`config.mk`:
```
export PLATFORM = sky130hd
export DESIGN_NAME = fa_serial_adder_flat
export DESIGN_NICKNAME = d
export VERILOG_FILES = /design/src/rtl/fa_serial_adder_if.sv /design/src/rtl/fa_serial_adder.sv /design/src/flat_wrapper.sv
export SDC_FILE = /design/constraint.sdc
export NUM_CORES = 1
export LEC_CHECK = 0
export CAP_MARGIN = 25
export CORE_MARGIN = 3
export CORE_UTILIZATION = 50
export DETAILED_ROUTE_END_ITERATION = 12
export GPL_TIMING_DRIVEN = 0
export PLACE_DENSITY = 0.81
export REMOVE_ABC_BUFFERS = 1
export SLEW_MARGIN = 20
export SYNTH_ARGS = -nofsm -noshare
export SYNTH_HDL_FRONTEND = slang
export SYNTH_SLANG_ARGS = --single-unit
```
`constraint.sdc`:
```
create_clock -name clk -period 1.75 [get_ports clk]
set_input_delay 0.35 -clock clk [delete_from_list [all_inputs] [get_ports clk]]
set_output_delay 0.35 -clock clk [all_outputs]
set_load 0.01 [all_outputs]
```
`src/rtl/fa_serial_adder_if.sv`:
```
// Operand/result bundle for the serial add/subtract engine.
// Latency: none, wires only.
// Backpressure: none; start is only honoured while the engine is not busy.
interface fa_serial_adder_if #(
    parameter int WIDTH = 8
);
    logic             start;
    logic             sub;
    logic [WIDTH-1:0] a;
    logic [WIDTH-1:0] b;
    logic             ci;
    logic             busy;
    logic             done;
    logic [WIDTH-1:0] s;
    logic             co;
    logic             ovf;

    modport master (
        output start, sub, a, b, ci,
        input  busy, done, s, co, ovf
    );

    modport slave (
        input  start, sub, a, b, ci,
        output busy, done, s, co, ovf
    );
endinterface

```
`src/rtl/fa_serial_adder.sv`:
```
// Add/subtract of two WIDTH-bit operands using one SLICE-bit adder reused each cycle.
// Latency: N=WIDTH/SLICE run cycles; done pulses one cycle after the N-th slice edge.
// Backpressure: start is ignored while busy; a new start in the done cycle chains directly.
module fa_serial_adder #(
    parameter int WIDTH = 8,
    parameter int SLICE = 1
) (
    input  logic               clk,
    input  logic               rst,
    fa_serial_adder_if.slave   bus
);
    localparam int N  = WIDTH / SLICE;
    localparam int CW = (N > 1) ? $clog2(N) : 1;

    generate
        if (WIDTH < 2 || SLICE < 1 || (WIDTH % SLICE) != 0) begin : g_bad_params
            $error("fa_serial_adder: WIDTH must be >= 2 and a multiple of SLICE");
        end
    endgenerate

    typedef enum logic [1:0] {
        IDLE = 2'd0,
        RUN  = 2'd1,
        DONE = 2'd2
    } state_t;

    state_t           state_q;
    state_t           state_d;
    logic             accept;
    logic             last_slice;

    logic [WIDTH-1:0] a_q;
    logic [WIDTH-1:0] b_q;
    logic [WIDTH-1:0] res_q;
    logic             carry_q;
    logic             sub_q;
    logic [CW-1:0]    cnt_q;

    logic [WIDTH-1:0] s_q;
    logic             co_q;
    logic             ovf_q;

    logic [SLICE:0]   slice_sum;
    logic [WIDTH-1:0] sum_ext;
    logic [WIDTH-1:0] res_next;
    logic             msb_cin;

    // The one physical adder: SLICE bits plus the running carry.
    assign slice_sum = {1'b0, a_q[SLICE-1:0]} + {1'b0, b_q[SLICE-1:0]} + {{SLICE{1'b0}}, carry_q};

    // New slice enters at the MSB end so the first slice lands at bit 0 after N shifts.
    assign sum_ext  = WIDTH'(slice_sum[SLICE-1:0]);
    assign res_next = (res_q >> SLICE) | (sum_ext << (WIDTH - SLICE));

    // Carry into bit WIDTH-1 recovered from the sum bit: s = a ^ b ^ cin.
    assign msb_cin = a_q[SLICE-1] ^ b_q[SLICE-1] ^ slice_sum[SLICE-1];

    assign last_slice = (cnt_q == CW'(N - 1));

    // State register; reset returns to IDLE and aborts any operation in flight.
    always_ff @(posedge clk) begin
        if (rst) begin
            state_q <= IDLE;
        end else begin
            state_q <= state_d;
        end
    end

    // Next-state: accept start only when idle or in the done cycle.
    always_comb begin
        state_d = state_q;
        accept  = 1'b0;
        case (state_q)
            IDLE: begin
                if (bus.start) begin
                    accept  = 1'b1;
                    state_d = RUN;
                end
            end
            RUN: begin
                if (last_slice) begin
                    state_d = DONE;
                end
            end
            DONE: begin
                if (bus.start) begin
                    accept  = 1'b1;
                    state_d = RUN;
                end else begin
                    state_d = IDLE;
                end
            end
            default: state_d = IDLE;
        endcase
    end

    // Datapath: capture operands on accept (subtract as a + ~b + ~ci), then shift one slice per cycle.
    always_ff @(posedge clk) begin
        if (rst) begin
            a_q     <= '0;
            b_q     <= '0;
            res_q   <= '0;
            carry_q <= 1'b0;
            sub_q   <= 1'b0;
            cnt_q   <= '0;
            s_q     <= '0;
            co_q    <= 1'b0;
            ovf_q   <= 1'b0;
        end else if (accept) begin
            a_q     <= bus.a;
            b_q     <= bus.sub ? ~bus.b : bus.b;
            carry_q <= bus.sub ? ~bus.ci : bus.ci;
            sub_q   <= bus.sub;
            cnt_q   <= '0;
        end else if (state_q == RUN) begin
            a_q     <= a_q >> SLICE;
            b_q     <= b_q >> SLICE;
            res_q   <= res_next;
            carry_q <= slice_sum[SLICE];
            cnt_q   <= cnt_q + 1'b1;
            if (last_slice) begin
                s_q   <= res_next;
                co_q  <= sub_q ^ slice_sum[SLICE];
                ovf_q <= msb_cin ^ slice_sum[SLICE];
            end
        end
    end

    assign bus.busy = (state_q == RUN);
    assign bus.done = (state_q == DONE);
    assign bus.s    = s_q;
    assign bus.co   = co_q;
    assign bus.ovf  = ovf_q;
endmodule

```
`src/flat_wrapper.sv`:
```
// flat-port wrapper written by rule: the top's interface ports become plain ports
module fa_serial_adder_flat 
#(
    parameter int WIDTH = 8,
    parameter int SLICE = 1
)
  (clk, rst, bus_start, bus_sub, bus_a, bus_b, bus_ci, bus_busy, bus_done, bus_s, bus_co, bus_ovf);
  fa_serial_adder_if #(.WIDTH(WIDTH)) bus_i ();
  input  logic clk;
  input  logic rst;
  input wire logic [$bits(bus_i.start)-1:0] bus_start;
  input wire logic [$bits(bus_i.sub)-1:0] bus_sub;
  input wire logic [$bits(bus_i.a)-1:0] bus_a;
  input wire logic [$bits(bus_i.b)-1:0] bus_b;
  input wire logic [$bits(bus_i.ci)-1:0] bus_ci;
  output wire logic [$bits(bus_i.busy)-1:0] bus_busy;
  output wire logic [$bits(bus_i.done)-1:0] bus_done;
  output wire logic [$bits(bus_i.s)-1:0] bus_s;
  output wire logic [$bits(bus_i.co)-1:0] bus_co;
  output wire logic [$bits(bus_i.ovf)-1:0] bus_ovf;
  assign bus_i.start = bus_start;
  assign bus_i.sub = bus_sub;
  assign bus_i.a = bus_a;
  assign bus_i.b = bus_b;
  assign bus_i.ci = bus_ci;
  assign bus_busy = bus_i.busy;
  assign bus_done = bus_i.done;
  assign bus_s = bus_i.s;
  assign bus_co = bus_i.co;
  assign bus_ovf = bus_i.ovf;
  fa_serial_adder #(.WIDTH(WIDTH), .SLICE(SLICE)) u_core (.clk(clk), .rst(rst), .bus(bus_i));
endmodule
```
# [Yosys cells after proc, flatten, opt, wreduce, memory -nomap -nowiden]
# Index checks and enable logic that the tools add are counted.
# W data, S select, Z words.
[word_totals] ff_bits=41 input_bits=21 out_inout_bits=12
[op_classes] addsub=3 n_eq_ne=5 n_mux=14 bitwise=8 n_reduce_logical=7
[op_table] operator="$mux W8" count=5
[op_table] operator="$not A8 Y8" count=1
[op_table] operator="$or A7 B8 Y8" count=1
[op_table] operator="$mux W1" count=6
[op_table] operator="$pmux W2 S3" count=1
[op_table] operator="$mux W2" count=2
[op_table] operator="$reduce_and A2 Y1" count=2
[op_table] operator="$reduce_or A2 Y1" count=2
[op_table] operator="$xor A1 B1 Y1" count=4
[op_table] operator="$add A3 B1 Y3 const B" count=1
[op_table] operator="$eq A3 B3 Y1 const B" count=1
[op_table] operator="$reduce_and A3 Y1" count=1
[op_table] operator="$add A1 B1 Y2" count=1
[op_table] operator="$add A2 B1 Y2" count=1
[op_table] operator="$eq A2 B1 Y1 const B" count=1
[op_table] operator="$eq A2 B2 Y1 const B" count=1
[op_table] operator="$logic_not A2 Y1" count=1
[op_table] operator="$ne A2 B1 Y1 const B" count=1
[op_table] operator="$ne A2 B2 Y1 const B" count=1
[op_table] operator="$not A1 Y1" count=2
[op_table] operator="$reduce_bool A2 Y1" count=1

# [Logic depth before layout (Yosys ltp)]
[logic_depth] depth_word=5 mapped_depth=6 ltp_nobuf=5

# [Least setup slack after synthesis]
# OpenSTA, ideal clock, no wires.
[synth_path] path_type="flip-flop to flip-flop" startpoint="register u_core.b_q[0]" endpoint="register u_core.ovf_q, in the netlist u_core.bus.ovf" setup_time_ns=0.086 arrival_ns=1.309 slack_ns=0.356 stages_incl_launch_ff=5 path_buffers=0 synth_period_minus_slack_ns=1.394 path_cell_list="dfxtp_1 fa_1 xnor2_1 xnor2_1 a211oi_1"
[synth_via] elab_chain_len=4 word_cells_on_any_way=5
[synth_rtl] item="start, declared" line="fa_serial_adder.sv:33" text="logic [WIDTH-1:0] b_q;"
[synth_rtl] item="start signal, assigned" line="fa_serial_adder.sv:111" text="b_q <= bus.sub ? ~bus.b : bus.b;"
[synth_rtl] item="start signal, assigned" line="fa_serial_adder.sv:117" text="b_q <= b_q >> SLICE;"
[synth_rtl] item="$add A1 B1 Y2" line="fa_serial_adder.sv:49" text="assign slice_sum = {1'b0, a_q[SLICE-1:0]} + {1'b0, b_q[SLICE-1:0]} + {{SLICE{1'b0}}, carry_q};"
[synth_rtl] item="$add A2 B1 Y2" line="fa_serial_adder.sv:49"
[synth_rtl] item="$xor A1 B1 Y1" line="fa_serial_adder.sv:56" text="assign msb_cin = a_q[SLICE-1] ^ b_q[SLICE-1] ^ slice_sum[SLICE-1];"
[synth_rtl] item="$xor A1 B1 Y1 *" line="fa_serial_adder.sv:124" text="ovf_q <= msb_cin ^ slice_sum[SLICE];"
[synth_rtl] item="end signal, assigned" line="fa_serial_adder.sv:124"
[synth_rtl] item="end, declared" line="fa_serial_adder.sv:41" text="logic ovf_q;"
# Every way passes the cells marked *; elsewhere a longest branch is shown, timed or not.
# A chain may end at the register's enable or synchronous reset.

# [Worst setup path in the final report]
[layout_path] startpoint="register u_core.state_q[1]" endpoint="output bus_busy"
[layout_via] elab_chain_len=1
[layout_rtl] item="start, declared" line="fa_serial_adder.sv:27" text="state_t state_q;"
[layout_rtl] item="start signal, assigned" line="fa_serial_adder.sv:65" text="state_q <= state_d;"
[layout_rtl] item="$eq A2 B1 Y1" line="fa_serial_adder.sv:129" text="assign bus.busy = (state_q == RUN);"
[layout_rtl] item="end, declared" line="flat_wrapper.sv:16" text="output wire logic [$bits(bus_i.busy)-1:0] bus_busy;"
# No other way between the ends.

==> out/summary.txt <==
first-pass GRT wire length - 5420 um
Setup crit end kind - output pin
clk_lat worst skew - 0.34 ns
outcome - finished clean
DP HPWL - 1970 um
htree depth - 2
crit-path max FO - 12
Tmin final - 1.58 ns
# port buffers - 32
number of global-route vias before repair - 1236
Max-cap violations - 0
syn avg cell area - 8.67 um^2
diodes inserted - 0
internal power - 1280 uW
vias - 1367
number of buffers created by CTS - 5
clk slew on worst S/H paths - 0.11 ns
Worst Tran Pin Value - 0.823 ns
Net Sw Frac - 25.6%
yosys warns - 0
Pre-Repair DR Iteration Count - 5
FFs w/ async S/R, synth - 0%
final wirelength - 3100 um
Fmax - 634 MHz
Initial Utilization - 53.5%
clk buf depth - 2
Yosys cell types - 26
row count - 20
leading area contributor after synthesis - dfxtp_1
Area Overhead vs Synth - 23.0%
initial drt markers - 88
post-route cell area - 2060 um^2
clk root buf - clkbuf_4
I/O pin cnt - 33
WP data required - 1.40 ns
Critical Path AT - 1.23 ns
Syn Inst Count - 193
number of remaining DRC errors - 0
HP Class - reg -> reg
clock group share of total power - 27.3%
net switching power figure - 443 uW
post-route setup TNS - 0 ns
largest net degree at the start of global routing - 41
core box area - 3130 um^2
synth cell count leaders - dfxtp_1, nand2_1, a21oi_1
period utilization - 90.1%
fillers - 283
CP peak stage delay - 0.37 ns
Mapped Area - 1670 um^2
Worst R2R Path Depth - 3
LEAKAGE - 0.000752 uW
synth top area cells - dfxtp_1, nand2_1, a21oi_1
routability-driven placement congestion ratio - 0.733
Final setup viols - 0
TritonCTS clock tree - done
total track usage - 16.5%
cts hold-fix bufs - 0
post-synth top area share - 47.8%
Comb power frac - 15.7%
crit path kind - reg -> out
hold path cells - 2
vias per cell - 5.16
Critical Path Slowest Stage Cell - dfxtp_1
die width - 63.9 um
wire length per cell - 11.7 um
Seq cells post-synth - 40
post-synthesis sequential area ratio - 47.8%
slew margin rel. - 45.2%
unrepaired setup endpoints after global routing - false
cell chain of the critical path - nand2b_4, inv_8, dlygate4sd2_1
final hold violation count - 0
antenna violations before repair - 0
grt ovf - 0
Most used DFF post-synth - dfxtp_1
clk_skew - 0.00684 ns
Power Density - 839 nW/um^2
Routed Antenna Nets - 0
layout cells sized above 1 - 6.79%
Die Area - 4080 um^2
startpoint types - flop
placed inst area - 1970 um^2
floorplan die height - 63.9 um
Max Transition Viols Final - 0
Clock Sinks - 40
EDFF count, synth - 0
Peak VDD IR - 0.000490 V
sequential group share of total power - 57.0%
Nets - 244
## layer usage
layer / track usage (%) / vias to the layer above / share of wire (%)
met5: 0 / - / 0
met4: 6.47 / 0 / 1.2
met3: 4.22 / 4 / 4.9
met2: 27.6 / 38 / 47
met1: 20.0 / 610 / 47
li1: - / 715 / -
## repair_timing
| action | CTS | global route |
|---|---|---|
| resized for setup | 6 | 1 |
| pin swaps | 0 | 0 |
| setup endpoints to repair | 1 | 1 |
| gates cloned | 1 | 0 |
| setup buffers | 1 | 0 |
## power by group through the flow
stage	clock [uW]	combinational [uW]	sequential, uW
floorplan	0	161	997
global placement	0	255	1000
detailed placement	0	263	1000
CTS	488	273	984
global route	546	301	990
finish	472	271	984
## logic make-up (layout without fill, tap and decap cells)
logic type               count (synthesis)  in the layout  share of synthesized area [%]
flip-flops                              40             40                           47.8
AO/OA/AOI/OAI                           42             42                           15.0
adder cells (fa/ha/maj)                  3              3                           2.69
XOR/XNOR                                14             14                           7.32
multiplexers                             2              2                           1.20
buffers and inverters                   16             44                           5.75
AND/OR/NAND/NOR                         76             76                           20.2
## cell type report
type | count | area [um^2] | share of cell area (%)
sequential | 40 | 802 | 38.9
multi-input combinational | 137 | 787 | 38.2
timing repair buffer | 34 | 339 | 16.5
clock buffer | 8 | 58.8 | 2.86
tap | 44 | 55.1 | 2.67
inverter | 1 | 11.3 | 0.547
timing repair inverter | 1 | 6.26 | 0.304
## flip-flops by register name (all words and copies together), names as in the netlist
register / flops
u_core.res_q: 7
u_core.sub_q: 1
u_core.cnt_q: 3
u_core.bus.s: 8
u_core.b_q: 8
u_core.bus.co: 1
u_core.bus.ovf: 1
u_core.state_q: 2
u_core.a_q: 8
u_core.carry_q: 1
## path summary, 6_finish.rpt
check | from | endpoint | slack (ns)
hold / removal | u_core.res_q[1] | u_core.bus.s[0] | 0.46
hold reg to reg | u_core.res_q[1] | u_core.bus.s[0] | 0.46
setup / recovery | u_core.state_q[1] | bus_busy | 0.17
setup reg to reg | u_core.state_q[0] | u_core.b_q[1] | 0.21
## critical path: cells and delay by family, from the launching register on
family	cells	cell delay (ns)
AND/OR/NAND/NOR	1	0.18
flip-flops	1	0.37
buffers and inverters	2	0.34
## through the flow
stage	util [%]	cells	total power, uW	hold slack (ns)	setup slack, ns
2_1_floorplan	-	178	1160	0.419	0.155
3_3_place_gp	62.6	254	1260	0.440	-0.704
3_5_place_dp	63.0	255	1270	0.446	-0.277
4_1_cts	65.8	265	1740	0.461	0.00615
5_1_grt	65.8	265	1840	0.479	0.00552
6_report	65.8	265	1730	0.457	0.174
## cell usage in the layout, fill, tap and decap left out, drive strengths merged
master	n
mux2i	2
dlygate4sd2	1
a211oi	2
o21a	1
dlymetal6s2s	1
xor2	9
nor2b	2
nor3	15
inv	2
dfxtp	40
buf	3
nand2	40
o22ai	6
fa	1
clkbuf	8
nand3	8
a311oi	3
clkdlybuf4s50	29
ha	2
nand2b	2
nand3b	1
nor2	7
and3b	1
xnor2	5
a21oi	24
a22oi	6
Power figures use the tool's default switching activity.
